File: config.mk
export PLATFORM = sky130hd
export DESIGN_NAME = ram_arbiter
export DESIGN_NICKNAME = d
export VERILOG_FILES = /design/src/rtl/ram_arbiter.sv
export SDC_FILE = /design/constraint.sdc
export NUM_CORES = 1
export LEC_CHECK = 0
export ABC_AREA = 1
export CAP_MARGIN = 20
export CORE_AREA = 2 2 115 117
export DETAILED_ROUTE_END_ITERATION = 8
export DIE_AREA = 0 0 117 119
export PLACE_DENSITY = 0.6
export SLEW_MARGIN = 15
export SYNTH_ARGS = -nofsm -noshare
export SYNTH_HDL_FRONTEND = slang
export SYNTH_SLANG_ARGS = --single-unit
File: constraint.sdc
create_clock -name clk -period 4.45 [get_ports clk]
set_input_delay 0.89 -clock clk [delete_from_list [all_inputs] [get_ports clk]]
set_output_delay 0.89 -clock clk [all_outputs]
set_load 0.02 [all_outputs]
File: src/rtl/ram_arbiter.sv
// ram_arbiter
//   Shares one single-port data RAM between the CPU data port and a debug /
//   loader master. One access is issued per cycle. Under contention the
//   current holder keeps the RAM for up to MAX_BURST consecutive cycles, then
//   the other requester is served (round robin). Read data comes back one
//   cycle after the grant, qualified by a per-requester rvalid strobe.
//
// Ports
//   clk, reset_n                  clock, synchronous active-low reset
//   cpu_req/wr/addr/wr_data       CPU request, held until cpu_gnt
//   cpu_gnt, cpu_stall            access issued this cycle / waiting
//   cpu_rvalid, cpu_rd_data       read return (data bus shared with dbg)
//   dbg_*                         same set for the debug master (no stall)
//   mem_wr_sig/addr/wr_data       RAM command
//   mem_rd_data                   RAM read data, one cycle after address
module ram_arbiter #(
  parameter int ADDR_W    = 32,
  parameter int DATA_W    = 32,
  parameter int MAX_BURST = 4
) (
  input  logic              clk,
  input  logic              reset_n,
  input  logic              cpu_req,
  input  logic              cpu_wr,
  input  logic [ADDR_W-1:0] cpu_addr,
  input  logic [DATA_W-1:0] cpu_wr_data,
  output logic              cpu_gnt,
  output logic              cpu_stall,
  output logic              cpu_rvalid,
  output logic [DATA_W-1:0] cpu_rd_data,
  input  logic              dbg_req,
  input  logic              dbg_wr,
  input  logic [ADDR_W-1:0] dbg_addr,
  input  logic [DATA_W-1:0] dbg_wr_data,
  output logic              dbg_gnt,
  output logic              dbg_rvalid,
  output logic [DATA_W-1:0] dbg_rd_data,
  output logic              mem_wr_sig,
  output logic [ADDR_W-1:0] mem_addr,
  output logic [DATA_W-1:0] mem_wr_data,
  input  logic [DATA_W-1:0] mem_rd_data
);

  localparam int              CNT_W   = $clog2(MAX_BURST + 1);
  localparam logic [CNT_W-1:0] MAX_CNT = CNT_W'(MAX_BURST);
  localparam logic            OWN_CPU = 1'b0;
  localparam logic            OWN_DBG = 1'b1;

  typedef enum logic [1:0] {IDLE, HOLD_CPU, HOLD_DBG} state_t;

  state_t           state_q, state_d;
  logic             owner_q, owner_d;
  logic [CNT_W-1:0] burst_cnt_q, burst_cnt_d;
  logic [1:0]       rd_pend_q, rd_pend_d;   // [0] CPU, [1] DBG
  logic             gnt_cpu, gnt_dbg;
  logic [CNT_W-1:0] burst_inc;

  assign burst_inc = (burst_cnt_q == MAX_CNT) ? MAX_CNT : burst_cnt_q + CNT_W'(1);

  always_comb begin
    gnt_cpu     = 1'b0;
    gnt_dbg     = 1'b0;
    state_d     = state_q;
    owner_d     = owner_q;
    burst_cnt_d = burst_cnt_q;

    if (cpu_req && dbg_req) begin
      // Holder keeps the RAM until its burst budget is spent, then the
      // requester that is not the last owner wins.
      if (state_q == HOLD_CPU && burst_cnt_q < MAX_CNT)      gnt_cpu = 1'b1;
      else if (state_q == HOLD_DBG && burst_cnt_q < MAX_CNT) gnt_dbg = 1'b1;
      else if (owner_q == OWN_DBG)                           gnt_cpu = 1'b1;
      else                                                   gnt_dbg = 1'b1;
    end else begin
      gnt_cpu = cpu_req;
      gnt_dbg = dbg_req;
    end

    if (!reset_n) begin
      gnt_cpu = 1'b0;
      gnt_dbg = 1'b0;
    end

    if (gnt_cpu) begin
      owner_d     = OWN_CPU;
      state_d     = HOLD_CPU;
      burst_cnt_d = (state_q == HOLD_CPU) ? burst_inc : CNT_W'(1);
    end else if (gnt_dbg) begin
      owner_d     = OWN_DBG;
      state_d     = HOLD_DBG;
      burst_cnt_d = (state_q == HOLD_DBG) ? burst_inc : CNT_W'(1);
    end else begin
      state_d     = IDLE;
      burst_cnt_d = '0;
    end

    rd_pend_d = {gnt_dbg & ~dbg_wr, gnt_cpu & ~cpu_wr};
  end

  always_ff @(posedge clk) begin
    if (!reset_n) begin
      state_q     <= IDLE;
      owner_q     <= OWN_DBG;   // CPU wins the first tie after reset
      burst_cnt_q <= '0;
      rd_pend_q   <= '0;
    end else begin
      state_q     <= state_d;
      owner_q     <= owner_d;
      burst_cnt_q <= burst_cnt_d;
      rd_pend_q   <= rd_pend_d;
    end
  end

  assign cpu_gnt   = gnt_cpu;
  assign dbg_gnt   = gnt_dbg;
  assign cpu_stall = reset_n & cpu_req & ~gnt_cpu;

  // With no grant the address/data follow the CPU so an idle debug master
  // leaves the RAM pins looking like a direct CPU connection.
  assign mem_addr    = gnt_dbg ? dbg_addr    : cpu_addr;
  assign mem_wr_data = gnt_dbg ? dbg_wr_data : cpu_wr_data;
  assign mem_wr_sig  = (gnt_cpu & cpu_wr) | (gnt_dbg & dbg_wr);

  // Gating with reset_n drops a read return that lands in a reset cycle.
  assign cpu_rvalid  = rd_pend_q[0] & reset_n;
  assign dbg_rvalid  = rd_pend_q[1] & reset_n;
  assign cpu_rd_data = mem_rd_data;
  assign dbg_rd_data = mem_rd_data;

endmodule

==> metrics.yaml, run 1 <==
outcome: "finished, final reports clean"
max_cap_viol_count: 0
detail_route.wl_per_cell_um: 11.9
synth-seq-area-share_pct: 8.61
slowest_delay_ns: 0.59
syn-cell-area_mm2: 0.00186
io_pins: 300
fin_nets: 639
synth-compound-area-share_pct: 1.01
worst_pin_slew_ns: 0.528
critPathLaunch: "dbg_req"
ctsResizeCount: 0
synthFlopType: "dfxtp_1"
rr_startpoint: "burst_cnt_q[2]"
synthAdderAreaFrac_pct: 1.35
cp.arrival_ns: 2.95
crit_path_max_fanout: 35
hp-class: "flop to flop"
wl_um: 7690
post_cts_buffers: 0
setup.worst_path.start_class: "input pin"
track_usage_pct: 9.87
grt_pass1_vias: 2412
end_kind: "output pin"
antenna_left: 0
synth_top_area_share_pct: 28.9
rsz0062_at_grt: "no"
grt_pass1_wl_um: 11100
overflow: 0
fin_crit_sh_pct: 86.2
dieArea_mm2: 0.0139
synth_most_common_cell: "nand2_1"
coreArea_mm2: 0.0129
drive_gt1_share_pct: 3.84
drt_iter0_drc: 88
fill_cells: 1442
path_delay_family: "buffers and inverters"
min_from: "owner_q"
clkLatencyLatePin_ns: 0.23
antenna_found_initial: 0
root_buffer: "clkbuf_16"
yosys.area_share.simple_pct: 53.5
cts_tree: "built"
synthArstFlopShare_pct: 0
pwr_density_cell_mw_per_mm2: 185
fmax_mhz: 261
slew_headroom_pct: 64.8
avgSynthCellArea_um2: 5.39
final-setup-viol-count: 0
start_util_pct: 14.4
finClkSkew_ns: 0.000419
route.vias.total: 2562
fin_hold_ws_ns: 0.503
synth_seq_cells: 8
synth_nets: 513
period_minus_slack_ns: 3.84
yosysWarnings: 0
worst_path_max_delay_cell: "clkdlybuf4s50_1"
crit_chain: "clkdlybuf4s50_1 -> nand2_1 -> inv_2 -> nand2_2 -> nand2_4 -> buf_4 -> nand3_1 -> nand2_1 -> clkdlybuf4s50_1"
synth_edf_count: 0
rows: 42
synth_cells: 345
clkSinkCount: 8
peakVddDrop_v: 0.0000789
synth_area_leader_cell: "nand2_1"
n_antenna_cell: 0
syn2layout_area_growth_pct: 94.5
cts_hold_buf: 0
drt_pass1_iterations: 4
dp_hpwl_um: 6220
place.gp.congestion: 0.769
hold_violations: 0
io_buffer_count: 203
cts_max_path_buffers: 2
synth.area.top_cells: "nand2_1 29%, buf_4 27%, nand3_1 19%"
synth-xor-area-share_pct: 0
synth_common_cells: "143 x nand2_1, 72 x nand3_1, 66 x buf_4, 9 x buf_2, 9 x inv_1"
htreeDepth: 1
avgViaCountPerCell: 3.97
drc: 0
p_leak_nw: 1.64
crit_required_ns: 3.56
grt_max_degree: 67
slew_violations: 0
clkTransAtPathRegs_ns: 0.04
synth_top_family_by_area: "simple AND/OR/NAND/NOR gates"
finalSetupTns_ns: 0
die_x_um: 117
cts_buffers: 3
synth.mux.area_fraction_pct: 0
die_h_um: 119
netlist-cell-type-count: 18
crit_buf_inv: 4
critPathKind: "input pin to output pin"
==> path summary, 6_finish.rpt <==
kind | slack [ns] | cells after the start | endpoint
max | 0.61 | 9 | mem_wr_data[7]
min | 0.50 | 2 | owner_q
max reg2reg | 2.99 | 9 | burst_cnt_q[2]
min reg2reg | 0.50 | 2 | owner_q
==> power by group <==
| group | internal (mW) | switching, mW |
|---|---|---|
| combinational | 0.236 | 0.203 |
| sequential | 0.0763 | 0.00263 |
| clock | 0.116 | 0.0356 |
==> worst reg2reg max path: stages (launching register included) <==
cell and delay, ns:
dfxtp_1 0.41, inv_1 0.06, nand3_1 0.07, nand2_1 0.06, inv_2 0.05, nand2_2 0.11
nand2_4 0.10, buf_4 0.33, nand3_1 0.13, nand2_1 0.09
==> per-layer routing <==
metal / vias to the layer above / track usage (%) / wire [µm]
met5: - / 0 / 0
met4: 0 / 3.75 / 235
met3: 25 / 3.72 / 1030
met2: 165 / 17.9 / 3640
met1: 1097 / 10.1 / 2790
li1: 1275 / - / -
==> cells in the final DEF (no fill, tap or decap) <==
master	n
nand2_4	1
nand3_1	72
or2_2	1
nor2_1	7
buf_2	1
nand2_2	3
o21ai_2	1
clkbuf_16	3
inv_2	3
buf_12	1
ha_1	2
inv_1	9
nand4_1	4
o21ai_0	2
dfxtp_1	8
clkdlybuf4s50_1	202
buf_4	4
nor3_1	2
nand2_1	143
==> through the flow <==
step	instance area, µm²	total power, mW	cells	utilization [%]	setup WS, ns
2_1_floorplan	1860	0.353	345	-	1.64
6_report	3620	0.669	645	28.1	0.612
5_1_grt	3620	0.709	645	28.1	0.477
3_3_place_gp	3540	0.518	642	27.5	0.633
4_1_cts	3620	0.678	645	28.1	0.590
3_5_place_dp	3540	0.520	642	27.5	0.594
==> cell families after synthesis <==
logic type,Yosys count
AOI/OAI and AO/OA,3
adders and majority gates,2
and+or+nand+nor,233
DFF,8
buffers and inverters,99
==> area by class of cell <==
type,count,area [µm²],share of cell area (%)
repair buffers,208,2080,57.4
multi-input cells,238,1040,28.7
well taps,176,220,6.09
flip-flops and latches,8,160,4.43
clock buffers,3,75.1,2.08
inverters,12,45.0,1.25
==> state kept, by name, indices dropped and copies added, names as in the netlist <==
| register | flops |
|---|---|
| rd_pend_q | 2 |
| owner_q | 1 |
| state_q | 2 |
| burst_cnt_q | 3 |
(Power assumes the default switching activity.)
==> inputs of run 2 (changes only) <==
--- a/config.mk
+++ b/config.mk
@@ -8,6 +8,7 @@
 export ABC_AREA = 1
 export CAP_MARGIN = 20
 export CORE_AREA = 2 2 115 117
+export CTS_CLUSTER_DIAMETER = 40
 export DETAILED_ROUTE_END_ITERATION = 8
 export DIE_AREA = 0 0 117 119
 export PLACE_DENSITY = 0.6
==> results of run 2 <==
No change in the layout: final DEF, timing and power equal those of run 1.
==> inputs of run 3 (changes only) <==
--- a/config.mk
+++ b/config.mk
@@ -11,7 +11,7 @@
 export CTS_CLUSTER_DIAMETER = 40
 export DETAILED_ROUTE_END_ITERATION = 8
 export DIE_AREA = 0 0 117 119
-export PLACE_DENSITY = 0.6
+export PLACE_DENSITY = 0.59
 export SLEW_MARGIN = 15
 export SYNTH_ARGS = -nofsm -noshare
 export SYNTH_HDL_FRONTEND = slang
==> run 3 against run 2 <==
  * Critical path depth stayed put
  * Worst setup slack worse by 0.050 ns
  * Critical endpoint is now mem_wr_data[11]
  * Maximum frequency is 1.3% lower
  * Largest power group unchanged
  * Via count is 0.20% higher
  * Design area stayed put
  * Largest cell class unchanged
  * Combinational power hardly changed
  * Register-to-register slack hardly changed
==> metrics.yaml, run 3 (synthesis results as in run 1) <==
root_buffer: "clkbuf_16"
drt_pass1_iterations: 4
antenna_found_initial: 0
cts_max_path_buffers: 2
htreeDepth: 1
slew_headroom_pct: 56.4
coreArea_mm2: 0.0129
hp-class: "flop to flop"
detail_route.wl_per_cell_um: 12.3
setup.worst_path.start_class: "input pin"
p_total_uw: 672
max_cap_viol_count: 0
path_delay_family: "buffers and inverters"
rsz0062_at_grt: "no"
dp_hpwl_um: 6450
clkLatencyLatePin_ns: 0.23
worst_path_max_delay_cell: "clkdlybuf4s50_1"
antenna_left: 0
power_frac_comb_pct: 65.4
pwr-share-seq_pct: 11.8
die_x_um: 117
place.gp.congestion: 0.727
power.internal_uw: 428
cts_buffers: 3
fin_nets: 639
cp.arrival_ns: 3.00
fill_cells: 1400
n_antenna_cell: 0
grt_pass1_vias: 2365
grt_use_met1_pct: 9.59
period_minus_slack_ns: 3.89
final_cell_mix: "202 x clkdlybuf4s50_1, 143 x nand2_1, 72 x nand3_1, 9 x inv_1, 8 x dfxtp_1"
grt_pass1_wl_um: 11100
wl_um: 7940
design_area_mm2: 0.00362
top_regs: "burst_cnt_q x3, rd_pend_q x2, state_q x2"
drive_gt1_share_pct: 3.84
fin_crit_sh_pct: 87.4
worst_pin_slew_ns: 0.654
instances_no_fill: 645
slowest_delay_ns: 0.61
syn2layout_area_growth_pct: 94.5
pwr_density_cell_mw_per_mm2: 186
crit_chain: "clkdlybuf4s50_1 -> inv_1 -> nand2_1 -> nand2_4 -> nand2_2 -> buf_4 -> nand2_1 -> nand2_1 -> clkdlybuf4s50_1"
avgViaCountPerCell: 3.98
slew_violations: 0
route.vias.total: 2567
outcome: "finished, final reports clean"
start_util_pct: 14.4
final-setup-viol-count: 0
grt.busiest_layer: "met2"
cts_hold_buf: 0
clkSinkCount: 8
final_common_cell: "clkdlybuf4s50_1"
post_cts_buffers: 0
grt.met2_usage_pct: 18.6
overflow: 0
dp.cells: 642
finalSetupTns_ns: 0
crit_buf_inv: 4
rows: 42
die_h_um: 119
fmax_mhz: 257
ctsResizeCount: 0
largest_reg_flops: 3
critPathKind: "input pin to output pin"
cp_common_cell: "nand2_1"
clkTransAtPathRegs_ns: 0.04
grt.met3_usage_pct: 4.02
cts_tree: "built"
end_kind: "output pin"
finClkSkew_ns: 0.000309
io_pins: 300
regMostFlops: "burst_cnt_q"
dieArea_mm2: 0.0139
hold_violations: 0
pwr-share-clk_pct: 22.8
io_buffer_count: 203
grt_max_degree: 48
peakVddDrop_v: 0.0000883
swShare_pct: 36.3
p_leak_nw: 1.64
switching_power_uw: 244
crit_required_ns: 3.56
drc: 0
place_area_mm2: 0.00354
drt_iter0_drc: 64
crit_path_max_fanout: 34
track_usage_pct: 9.97
==> run 3: path summary, 6_finish.rpt <==
path / from / to / slack, ns / depth (start not counted)
worst max-delay path: cpu_req / mem_wr_data[11] / 0.56 / 9
worst min-delay path: owner_q / owner_q / 0.49 / 2
worst max register to register: state_q[0] / owner_q / 3.00 / 8
worst min register to register: owner_q / owner_q / 0.49 / 2
==> run 3: routing by layer <==
metal / vias up / part of all wire (%)
li1: 1275 / -
met1: 1090 / 36
met2: 174 / 48
met3: 28 / 14
met4: 0 / 2.6
met5: - / 0
==> run 3: power by group through the flow <==
stage,Combinational [mW],Clock (mW),Sequential [mW]
floorplan,0.274,0,0.0796
global placement,0.440,0,0.0800
detailed placement,0.441,0,0.0802
CTS,0.444,0.156,0.0791
global route,0.469,0.160,0.0794
finish,0.439,0.153,0.0791
==> run 3: area by class of cell <==
class / count / area [µm²] / area share [%]
sequential: 8 / 160 / 4.43
clock buffer: 3 / 75.1 / 2.08
multi-input combinational: 238 / 1040 / 28.7
inverter: 12 / 45.0 / 1.25
timing repair buffer: 208 / 2080 / 57.4
tap: 176 / 220 / 6.09
==> run 3: stage by stage <==
| step | hold WS (ns) | util, % | setup slack [ns] |
|---|---|---|---|
| 6_report | 0.494 | 28.1 | 0.562 |
| 5_1_grt | 0.529 | 28.1 | 0.443 |
| 4_1_cts | 0.497 | 28.1 | 0.549 |
| 3_5_place_dp | 0.492 | 27.5 | 0.556 |
| 3_3_place_gp | 0.491 | 27.5 | 0.577 |
| 2_1_floorplan | 0.462 | - | 1.64 |
==> run 3: tightest hold or removal path, delay by kind of cell (launching register included) <==
kind / cells / cell delay (ns)
simple gates: 2 / 0.12
flops: 1 / 0.31
